**config.mk**
```make
export PLATFORM = sky130hd
export DESIGN_NAME = pc_flow_unit
export DESIGN_NICKNAME = d
export VERILOG_FILES = /design/src/rtl/pc_flow_unit.sv
export SDC_FILE = /design/constraint.sdc
export NUM_CORES = 1
export LEC_CHECK = 0
export CORE_UTILIZATION = 29
export DETAILED_ROUTE_END_ITERATION = 10
export GPL_TIMING_DRIVEN = 0
export HOLD_SLACK_MARGIN = 0.1
export SETUP_SLACK_MARGIN = 0.1
export SYNTH_ARGS = -nofsm -noshare
export SYNTH_HDL_FRONTEND = slang
export SYNTH_SLANG_ARGS = --single-unit
```
**constraint.sdc**
```tcl
create_clock -name clk -period 4.12 [get_ports clk]
set_input_delay 0.824 -clock clk [delete_from_list [all_inputs] [get_ports clk]]
set_output_delay 0.824 -clock clk [all_outputs]
set_load 0.1 [all_outputs]
```
**src/rtl/pc_flow_unit.sv**
```systemverilog
// -----------------------------------------------------------------------------
// pc_flow_unit
// -----------------------------------------------------------------------------
// Consumer side of the control decoder. Owns the architectural PC and the
// stored Z/V/N flag register, evaluates branch conditions against the stored
// flags, selects the next PC (sequential, register target, hold, PC-relative
// immediate) and runs the BOOT -> RUN -> HALTED state machine.
//
// Ports
//   clk          in   1      system clock, all state on rising edge
//   rst_n        in   1      asynchronous active-low reset
//   instr_valid  in   1      current instruction's controls are valid
//   stall        in   1      hold PC, flags and FSM this cycle
//   PCSour       in   2      00 pc+2, 01 reg_target, 10 hold, 11 pc+2+imm*2
//   fwr          in   3      flag write mask {Z,V,N}
//   HLT          in   1      halt request
//   cond         in   3      branch condition code
//   imm          in   IMM_W  signed word offset for PCSour=11
//   reg_target   in   PC_W   branch target for PCSour=01
//   alu_z/v/n    in   1      flags from the current ALU op
//   pc           out  PC_W   fetch address
//   pc_plus2     out  PC_W   pc+2 for link write-back
//   flags        out  3      stored {Z,V,N}
//   taken        out  1      current branch is taken (combinational)
//   halted       out  1      FSM is in HALTED
// -----------------------------------------------------------------------------
module pc_flow_unit #(
   parameter int unsigned     PC_W     = 16,
   parameter logic [PC_W-1:0] RESET_PC = '0,
   parameter int unsigned     IMM_W    = 9
) (
   input  logic             clk,
   input  logic             rst_n,
   input  logic             instr_valid,
   input  logic             stall,
   input  logic [1:0]       PCSour,
   input  logic [2:0]       fwr,
   input  logic             HLT,
   input  logic [2:0]       cond,
   input  logic [IMM_W-1:0] imm,
   input  logic [PC_W-1:0]  reg_target,
   input  logic             alu_z,
   input  logic             alu_v,
   input  logic             alu_n,
   output logic [PC_W-1:0]  pc,
   output logic [PC_W-1:0]  pc_plus2,
   output logic [2:0]       flags,
   output logic             taken,
   output logic             halted
);

   typedef enum logic [1:0] {
      ST_BOOT   = 2'd0,
      ST_RUN    = 2'd1,
      ST_HALTED = 2'd2
   } state_t;

   localparam logic [PC_W-1:0] PC_STEP = PC_W'(2);

   state_t            state_q, state_d;
   logic [PC_W-1:0]   pc_q, pc_d;
   logic [2:0]        flags_q, flags_d;

   logic              z_f, v_f, n_f;
   logic              cond_true;
   logic              is_branch;
   logic [PC_W-1:0]   pc_inc;
   logic [PC_W-1:0]   imm_ext;
   logic [PC_W-1:0]   imm_off;
   logic [PC_W-1:0]   br_target;

   assign {z_f, v_f, n_f} = flags_q;

   // Branch condition is always judged on the stored flags, so a flag write
   // in the same instruction cannot influence its own branch.
   always_comb begin
      // NOTE: every always_comb output gets a default first so no path can
      // leave it unassigned and infer a latch.
      cond_true = 1'b0;
      case (cond)
         3'b000:  cond_true = ~z_f;
         3'b001:  cond_true = z_f;
         3'b010:  cond_true = ~z_f & ~n_f;
         3'b011:  cond_true = n_f;
         3'b100:  cond_true = z_f | ~n_f;
         3'b101:  cond_true = z_f | n_f;
         3'b110:  cond_true = v_f;
         default: cond_true = 1'b1;
      endcase
   end

   assign is_branch = (PCSour == 2'b01) || (PCSour == 2'b11);
   assign taken     = (state_q == ST_RUN) & instr_valid & ~HLT & cond_true & is_branch;

   // All PC arithmetic wraps at PC_W bits; the immediate counts words.
   assign pc_inc    = pc_q + PC_STEP;
   assign imm_ext   = {{(PC_W-IMM_W){imm[IMM_W-1]}}, imm};
   assign imm_off   = imm_ext << 1;
   assign br_target = pc_inc + imm_off;

   always_comb begin
      state_d = state_q;
      pc_d    = pc_q;
      flags_d = flags_q;
      case (state_q)
         ST_BOOT: begin
            if (!stall) state_d = ST_RUN;
         end
         ST_RUN: begin
            if (instr_valid && !stall) begin
               if (HLT) begin
                  // PC parks on the halt instruction, flags untouched.
                  state_d = ST_HALTED;
               end else begin
                  flags_d = (flags_q & ~fwr) | ({alu_z, alu_v, alu_n} & fwr);
                  case (PCSour)
                     2'b00:   pc_d = pc_inc;
                     2'b01:   pc_d = taken ? reg_target : pc_inc;
                     2'b10:   pc_d = pc_q;
                     default: pc_d = taken ? br_target : pc_inc;
                  endcase
               end
            end
         end
         ST_HALTED: begin
            state_d = ST_HALTED;
         end
         default: begin
            state_d = ST_BOOT;
         end
      endcase
   end

   always_ff @(posedge clk or negedge rst_n) begin
      if (!rst_n) begin
         state_q <= ST_BOOT;
         pc_q    <= RESET_PC;
         flags_q <= 3'b000;
      end else begin
         // NOTE: sequential state uses non-blocking assignments so every
         // register samples pre-edge values regardless of statement order.
         state_q <= state_d;
         pc_q    <= pc_d;
         flags_q <= flags_d;
      end
   end

   assign pc       = pc_q;
   assign pc_plus2 = pc_inc;
   assign flags    = flags_q;
   assign halted   = (state_q == ST_HALTED);

endmodule

```
==> impl_metrics.py, run 1 <==
metrics = {
    "finish": {
        "finalNetCount": 420,
        "multi_input_area_um2": 1790,
        "regArea_um2": 547,
        "n_antenna_cell": 0,
        "final_cell_area_um2": 3380,
        "drive_above_1_share_pct": 14.3,
        "n_fill_cell": 739,
        "area_growth_pct": 49.9,
    },
    "timing": {
        "setup_viol": 0,
        "fin_crit_ns": 3.93,
        "hold_violations": 0,
        "min_period_over_period_pct": 95.5,
        "worst_pin_slew_ns": 1.07,
        "rsz0062_at_grt": "false",
        "skew_ns": 0.00802,
        "slew-limit-headroom_pct": 28.5,
        "drv_slew": 0,
        "timing.fmax_mhz": 254,
    },
    "grt": {
        "grt_max_degree": 22,
        "grt_usage_pct": 17.7,
        "use_met1_pct": 23.0,
        "grt_pass1_vias": 2424,
        "grt_pass1_wl_um": 11800,
        "antenna_found_initial": 0,
        "met3_usage_pct": 2.03,
        "grt.overflow.total": 0,
        "grt_busiest_layer": "met2",
        "grtUsageMet2_pct": 30.9,
    },
    "die": {
        "initial_core_util_pct": 30.6,
        "io-pin-count": 78,
        "die_h_um": 90.2,
        "rows": 31,
        "die_x_um": 90.2,
        "dieArea_um2": 8140,
        "design.core.area_um2": 7370,
    },
    "place": {
        "place_congestion": 0.829,
        "io_buffers": 76,
        "place_hpwl_um": 5650,
        "place_area_um2": 3350,
    },
    "logic_synthesis": {
        "synth_area_leaders": "dfrtp_1 23%, ha_1 12%, xnor2_1 6.6%",
        "synth_top_area_share_pct": 23.3,
        "synth_top_flop_cell": "dfrtp_1",
        "yosysTopAreaCell": "dfrtp_1",
        "ys_seq_area_share_pct": 23.3,
        "synth_edf_count": 0,
        "yosys_warnings": 0,
        "syn_area_per_cell_um2": 8.17,
        "ys_types": 55,
        "syn-cell-area_um2": 2260,
        "synth-async-reset-ratio_pct": 100,
        "ys_ff_latch": 21,
        "syn_inst": 276,
        "syn_nets": 339,
    },
    "run_status": {
        "status": "completed",
    },
    "clocking": {
        "htree_levels": 1,
        "cts_made_buffers": 3,
        "cts_buffer_depth": 2,
        "clk_pin_slew_worst_paths_ns": 0.08,
        "clk_latency_ns": 0.27,
        "cts.sinks": 21,
        "cts_tree": "done",
        "cts_hold_buf": 0,
        "ctsRootBufferMaster": "clkbuf_8",
    },
    "route": {
        "vias_per_cell": 5.28,
        "wl_per_cell_um": 15.7,
        "vias": 2401,
        "drc": 0,
        "final_antenna_net_count": 0,
        "drt_iter0_markers": 153,
        "drt_pass1_iterations": 4,
        "wl_um": 7150,
    },
    "worst_setup_path": {
        "reg2reg_to": "pc[15]$_DFFE_PN0P_",
        "r2r-start": "pc[6]$_DFFE_PN0P_",
        "path_cells": "ha_2 > and4_1 > and4_1 > nand3_1 > xor2_2 > inv_1 > clkdlybuf4s50_1",
        "cpPeakStageDelay_ns": 1.12,
        "path_max_fanout": 5,
        "reg2regPathDepth": 13,
        "critPathSlowestCell": "clkdlybuf4s50_1",
        "cp_num_buf_inv": 2,
        "endpoint_kind": "output pin",
        "critical_path_required_ns": 3.30,
        "path_delay_family": "buffers and inverters",
        "crit_arrival_ns": 3.11,
        "worstSetupPathType": "flip-flop to output pin",
        "crit_path_start_kind": "flip-flop",
        "r2r_setup_slack_ns": 0.31,
        "crit_top_cell": "and4_1",
    },
    "worst_hold_path": {
        "holdPathStages": 1,
        "hold_start": "pc[0]$_DFFE_PN0P_",
        "hold_end": "pc[0]$_DFFE_PN0P_",
        "hold_path_class": "flip-flop to flip-flop",
    },
    "pwr": {
        "power_density_nw_per_um2": 632,
        "peakVddDrop_mv": 0.676,
        "p_leak_nw": 1.38,
        "p_total_w": 0.00214,
    },
    "job": {
        "cap_violations": 0,
    },
}
==> cell families after synthesis <==
group	Yosys count	share of synthesized area, %
AO/OA/AOI/OAI	90	27.8
XOR/XNOR	25	10.0
adder cells (fa/ha/maj)	22	12.5
buffers and inverters	32	5.88
flip-flops	21	23.3
multiplexers	6	2.99
AND/OR/NAND/NOR	80	17.4
==> synth_stat cells (5+ instances only) <==
| cell | count |
|---|---|
| a21oi_1 | 22 |
| a221oi_1 | 6 |
| a311oi_1 | 5 |
| a31oi_1 | 9 |
| and3_1 | 5 |
| clkbuf_1 | 5 |
| dfrtp_1 | 21 |
| ha_1 | 21 |
| inv_1 | 19 |
| mux2_2 | 6 |
| nand2_1 | 22 |
| nand3_1 | 6 |
| nand4_1 | 5 |
| nor2_1 | 23 |
| nor3_1 | 8 |
| o21ai_0 | 10 |
| o21ai_1 | 6 |
| xnor2_1 | 17 |
| xor2_1 | 7 |
==> what timing repair did <==
item,4_1_cts,5_1_grt
gates resized for setup,6,5
buffers inserted,0,0
endpoints found under the setup margin,6,4
==> final cells by class <==
class,instances,area share (%)
Sequential cell,21,16.2
Timing Repair Buffer,76,22.0
Multi-Input combinational cell,223,52.9
Tap cell,99,3.66
Inverter,21,2.33
Clock buffer,4,1.33
Buffer,11,1.59
==> where the power goes <==
group / internal, W / leakage [nW] / switching, W
sequential: 0.000270 / 0.258 / 0.0000842
combinational: 0.000498 / 1.10 / 0.00114
clock: 0.0000692 / 0.0228 / 0.0000769
==> layer usage <==
layer | routed length [µm] | part of all wire [%] | vias to the layer above
met5 | 0 | 0 | -
li1 | - | - | 1182
met2 | 3440 | 48 | 97
met4 | 125 | 1.7 | 0
met1 | 3230 | 45 | 1111
met3 | 360 | 5.0 | 11
==> how the worst max path moves through the flow <==
stage                                 start                 end  slack (ns)  depth (start not counted)
after floorplan           pc[3]$_DFFE_PN0P_  pc[15]$_DFFE_PN0P_        0.11                         12
after global placement                  HLT               taken       -0.12                          7
after global routing      pc[1]$_DFFE_PN0P_        pc_plus2[15]        0.11                          7
final                     pc[2]$_DFFE_PN0P_        pc_plus2[15]        0.19                          7
after detailed placement                HLT               taken        -0.1                          7
after CTS                 pc[1]$_DFFE_PN0P_        pc_plus2[11]        0.16                          6
==> cell usage in the layout, fill, tap and decap left out, types with 4 or more instances in the layout <==
cell	synthesis	layout
clkdlybuf4s50_1	0	70
nor2_1	23	23
nand2_1	22	22
a21oi_1	22	22
inv_1	19	19
ha_1	21	19
dfrtp_1	21	12
o21ai_0	10	10
a31oi_1	9	9
nor3_1	8	8
xnor2_1	17	8
clkbuf_1	5	6
xnor2_4	0	6
nand3_1	6	6
a221oi_1	6	6
o21ai_1	6	6
mux2_2	6	6
nand4_1	5	5
and3_1	5	5
dfrtp_2	0	5
a311oi_1	5	4
buf_2	4	4
o21a_1	4	4
xor2_1	7	4
dlygate4sd2_1	0	4
dfrtp_4	0	4
==> through the flow <==
step                      hold WS (ns)  setup slack (ns)  setup TNS, ns  instances  util (%)
final                            0.545             0.186              0        455      45.9
after global routing             0.576             0.108              0        455      45.9
after CTS                        0.549             0.157              0        455      45.9
after detailed placement         0.530           -0.0980        -0.0980        451      45.4
after global placement           0.519            -0.115         -0.115        451      45.4
after floorplan                  0.506             0.110              0        276         -
Note: power is estimated with default switching activity, not from simulation.
==> run 2, diff against run 1 <==
--- a/config.mk
+++ b/config.mk
@@ -6,6 +6,7 @@
 export NUM_CORES = 1
 export LEC_CHECK = 0
 export CORE_UTILIZATION = 29
+export CTS_CLUSTER_DIAMETER = 60
 export DETAILED_ROUTE_END_ITERATION = 10
 export GPL_TIMING_DRIVEN = 0
 export HOLD_SLACK_MARGIN = 0.1
==> results of run 2 <==
No change in the layout: final DEF, timing and power equal those of run 1.
==> RTL edit: new RTL, settings of run 1 <==
`PC_W`: 16 -> 24.
--- a/src/rtl/pc_flow_unit.sv
+++ b/src/rtl/pc_flow_unit.sv
@@ -26,5 +26,5 @@
 // -----------------------------------------------------------------------------
 module pc_flow_unit #(
-   parameter int unsigned     PC_W     = 16,
+   parameter int unsigned     PC_W     = 24,
    parameter logic [PC_W-1:0] RESET_PC = '0,
    parameter int unsigned     IMM_W    = 9
Ports: changed (resized pc, pc_plus2 and reg_target); port bits go from 78 to 102. No check against the original RTL was run, so the function may have changed too.
==> RTL edit against run 1 <==
  * Cell area grew 54%
  * Final cell count is 57% higher
  * Synthesized area increased by 57%
  * Maximum frequency barely moved
  * Setup slack gained 0.0032 ns
  * Sequential power grew 25%
  * Sequential cell count up 8
  * Wire length increased by 81%
  * Power grew 11%
  * Clock power grew to 2.6 times the old value
  * Count of clock-buffer cells in the layout is 4 higher
  * Via count is 66% higher
  * Largest cell class unchanged
  * Largest power group unchanged
==> RTL edit: results (changes against run 1) <==
* Number of inserted filler cells in the final layout at 1148 (+55%)
* Source-to-sink clock delay at the later pin of the worst-skew pair at 0.28 ns
* Maximum number of pins on one net before global-route repair at 30 (+36%)
* Number of violations reported at the end of detailed-routing iteration 0 at 251 (+64%)
* Routed vias at 3989 (+66%)
* Met3 demand-to-capacity share in global routing at 2.754% (+0.72 points)
* Cell chosen for the clock root: sky130_fd_sc_hd__clkbuf_16
* Number of buffer cells added on primary ports at 100 (+32%)
* Global-route wire length before repair at 20470 um (+74%)
* Peak VDD IR at 786.6 uV (+16%)
* Post-synth net total at 545 (+61%)
* Source of the critical timing path: pc[1]
* Count of distinct cell types in the synthesized netlist at 63 (+15%)
* Dpl hpwl at 10070 um (+78%)
* Number of iterations in the first detailed-routing pass at 5 (+1)
* Met1 wire length at 5749 um (+78%)
* Synth area leaders: sky130_fd_sc_hd__dfrtp_1, sky130_fd_sc_hd__ha_1, sky130_fd_sc_hd__a21oi_1, sky130_fd_sc_hd__xnor2_1, sky130_fd_sc_hd__o21ai_0
* Outcome: complete, no violations
* Total Nets Final at 655 (+56%)
* Final routed wire length divided by cell count at 18.06 um (+15%)
* Detail Route met3 WL at 766 um (+110%)
* Final standard cell count with taps included and fillers excluded at 716 (+57%)
* CTS H-tree depth at 2 (+1)
* Highest routed metal layer: met4
* Routability congestion estimate at 0.8360 (+0.91%)
* Max Clock Skew at 0.004117 ns (-0.003902 ns)
* Met2 track demand over resource at 35.45% (+4.6 points)
* Overall routing resource usage at 20.33% (+2.6 points)
* Via count of the first global-routing pass at 3923 (+62%)
* Worst slew margin at 32.21% (+3.7 points)
* Cell count after synthesis at 462 (+67%)
* Cell depth of the worst flop-to-flop path at 13 (unchanged)
* Power density over the cells at 452.4 nW/um2 (-28%)
* Worst flop-to-flop path endpoint: pc[23]
* Kind of cell with the highest combined delay on the critical path: buffers and inverters
* Most common library cells after synthesis: sky130_fd_sc_hd__a21oi_1, sky130_fd_sc_hd__nand2_1, sky130_fd_sc_hd__o21ai_0
* GRT met1 Usage at 26.58% (+3.5 points)
* Kind of path behind the tightest hold check: reg2reg
* Number of buffers created by CTS at 5 (+2)
* Count of placed standard cells including taps at 705 (+56%)
* Sequential fraction of the synthesis area at 20.52% (-2.8 points)
* Critical Path Fanout Max at 7 (+2)
* Number of cells upsized or downsized after cts at 13 (+7)
* Leakage power total at 2.272 nW (+64%)
* Metal2 WL at 6237 um (+82%)
* Startpoint of the lowest-slack register-to-register path: pc[8]
* Share of final-layout standard cells stronger than drive strength 1 at 12.91% (-1.4 points)
* Clock transition at the registers of the reported paths at 0.05 ns (-0.03 ns)
* Worst R2R Setup Slack at 0.34 ns (+0.03 ns)
* Max incr delay on CP at 1.17 ns (+0.05 ns)
* Switching share of power at 55.34% (-5.5 points)
[RTL edit: changes by cell type after synthesis, sizes merged, moves of 4 or more]
cell,run 1,this run
a21o,3,9
a21oi,23,51
a221oi,6,2
clkbuf,5,14
dfrtp,21,29
ha,21,33
mux2i,0,7
nand2,22,42
nand3,6,25
nor2,23,33
o21ai,16,37
o21bai,0,4
xnor2,17,27
[RTL edit: logic make-up after synthesis]
logic type,count (synthesis),share of synthesized area (%)
adders and majority gates,34,12.24
buffers and inverters,43,4.987
and+or+nand+nor,147,20.87
xor gates and xnor gates,38,9.409
muxes,14,4.210
AOI/OAI and AO/OA,157,27.77
DFF,29,20.52
[RTL edit: area by class of cell]
class,count,area (um2),area share (%)
multi-input cells,390,2959,56.65
plain buffers,23,101.3,1.940
repair buffers,103,1012,19.38
well taps,143,178.9,3.425
clock buffers,8,146.4,2.802
flip-flops and latches,29,750.7,14.37
inverters,20,75.07,1.437
[RTL edit: power groups by stage]
stage | Clock [W] | Sequential [W] | Combinational, W
after floorplan | 0 | 0.000740 | 0.000871
after global placement | 0 | 0.000444 | 0.00153
after detailed placement | 0 | 0.000447 | 0.00154
after CTS | 0.000376 | 0.000442 | 0.00155
after global routing | 0.000388 | 0.000453 | 0.00163
final | 0.000375 | 0.000442 | 0.00155
[RTL edit: per-stage QoR]
stage	utilization [%]	power (W)	setup slack, ns	hold WS [ns]	area (um2)
2_1_floorplan	-	0.001611	-0.2015	0.5063	3886
3_3_place_gp	43.44	0.001978	-0.5722	0.5216	5066
3_5_place_dp	43.40	0.001992	-0.5955	0.5295	5061
4_1_cts	44.57	0.002368	0.1061	0.5459	5197
5_1_grt	44.79	0.002475	0.1159	0.5671	5224
6_report	44.79	0.002363	0.1891	0.5421	5224
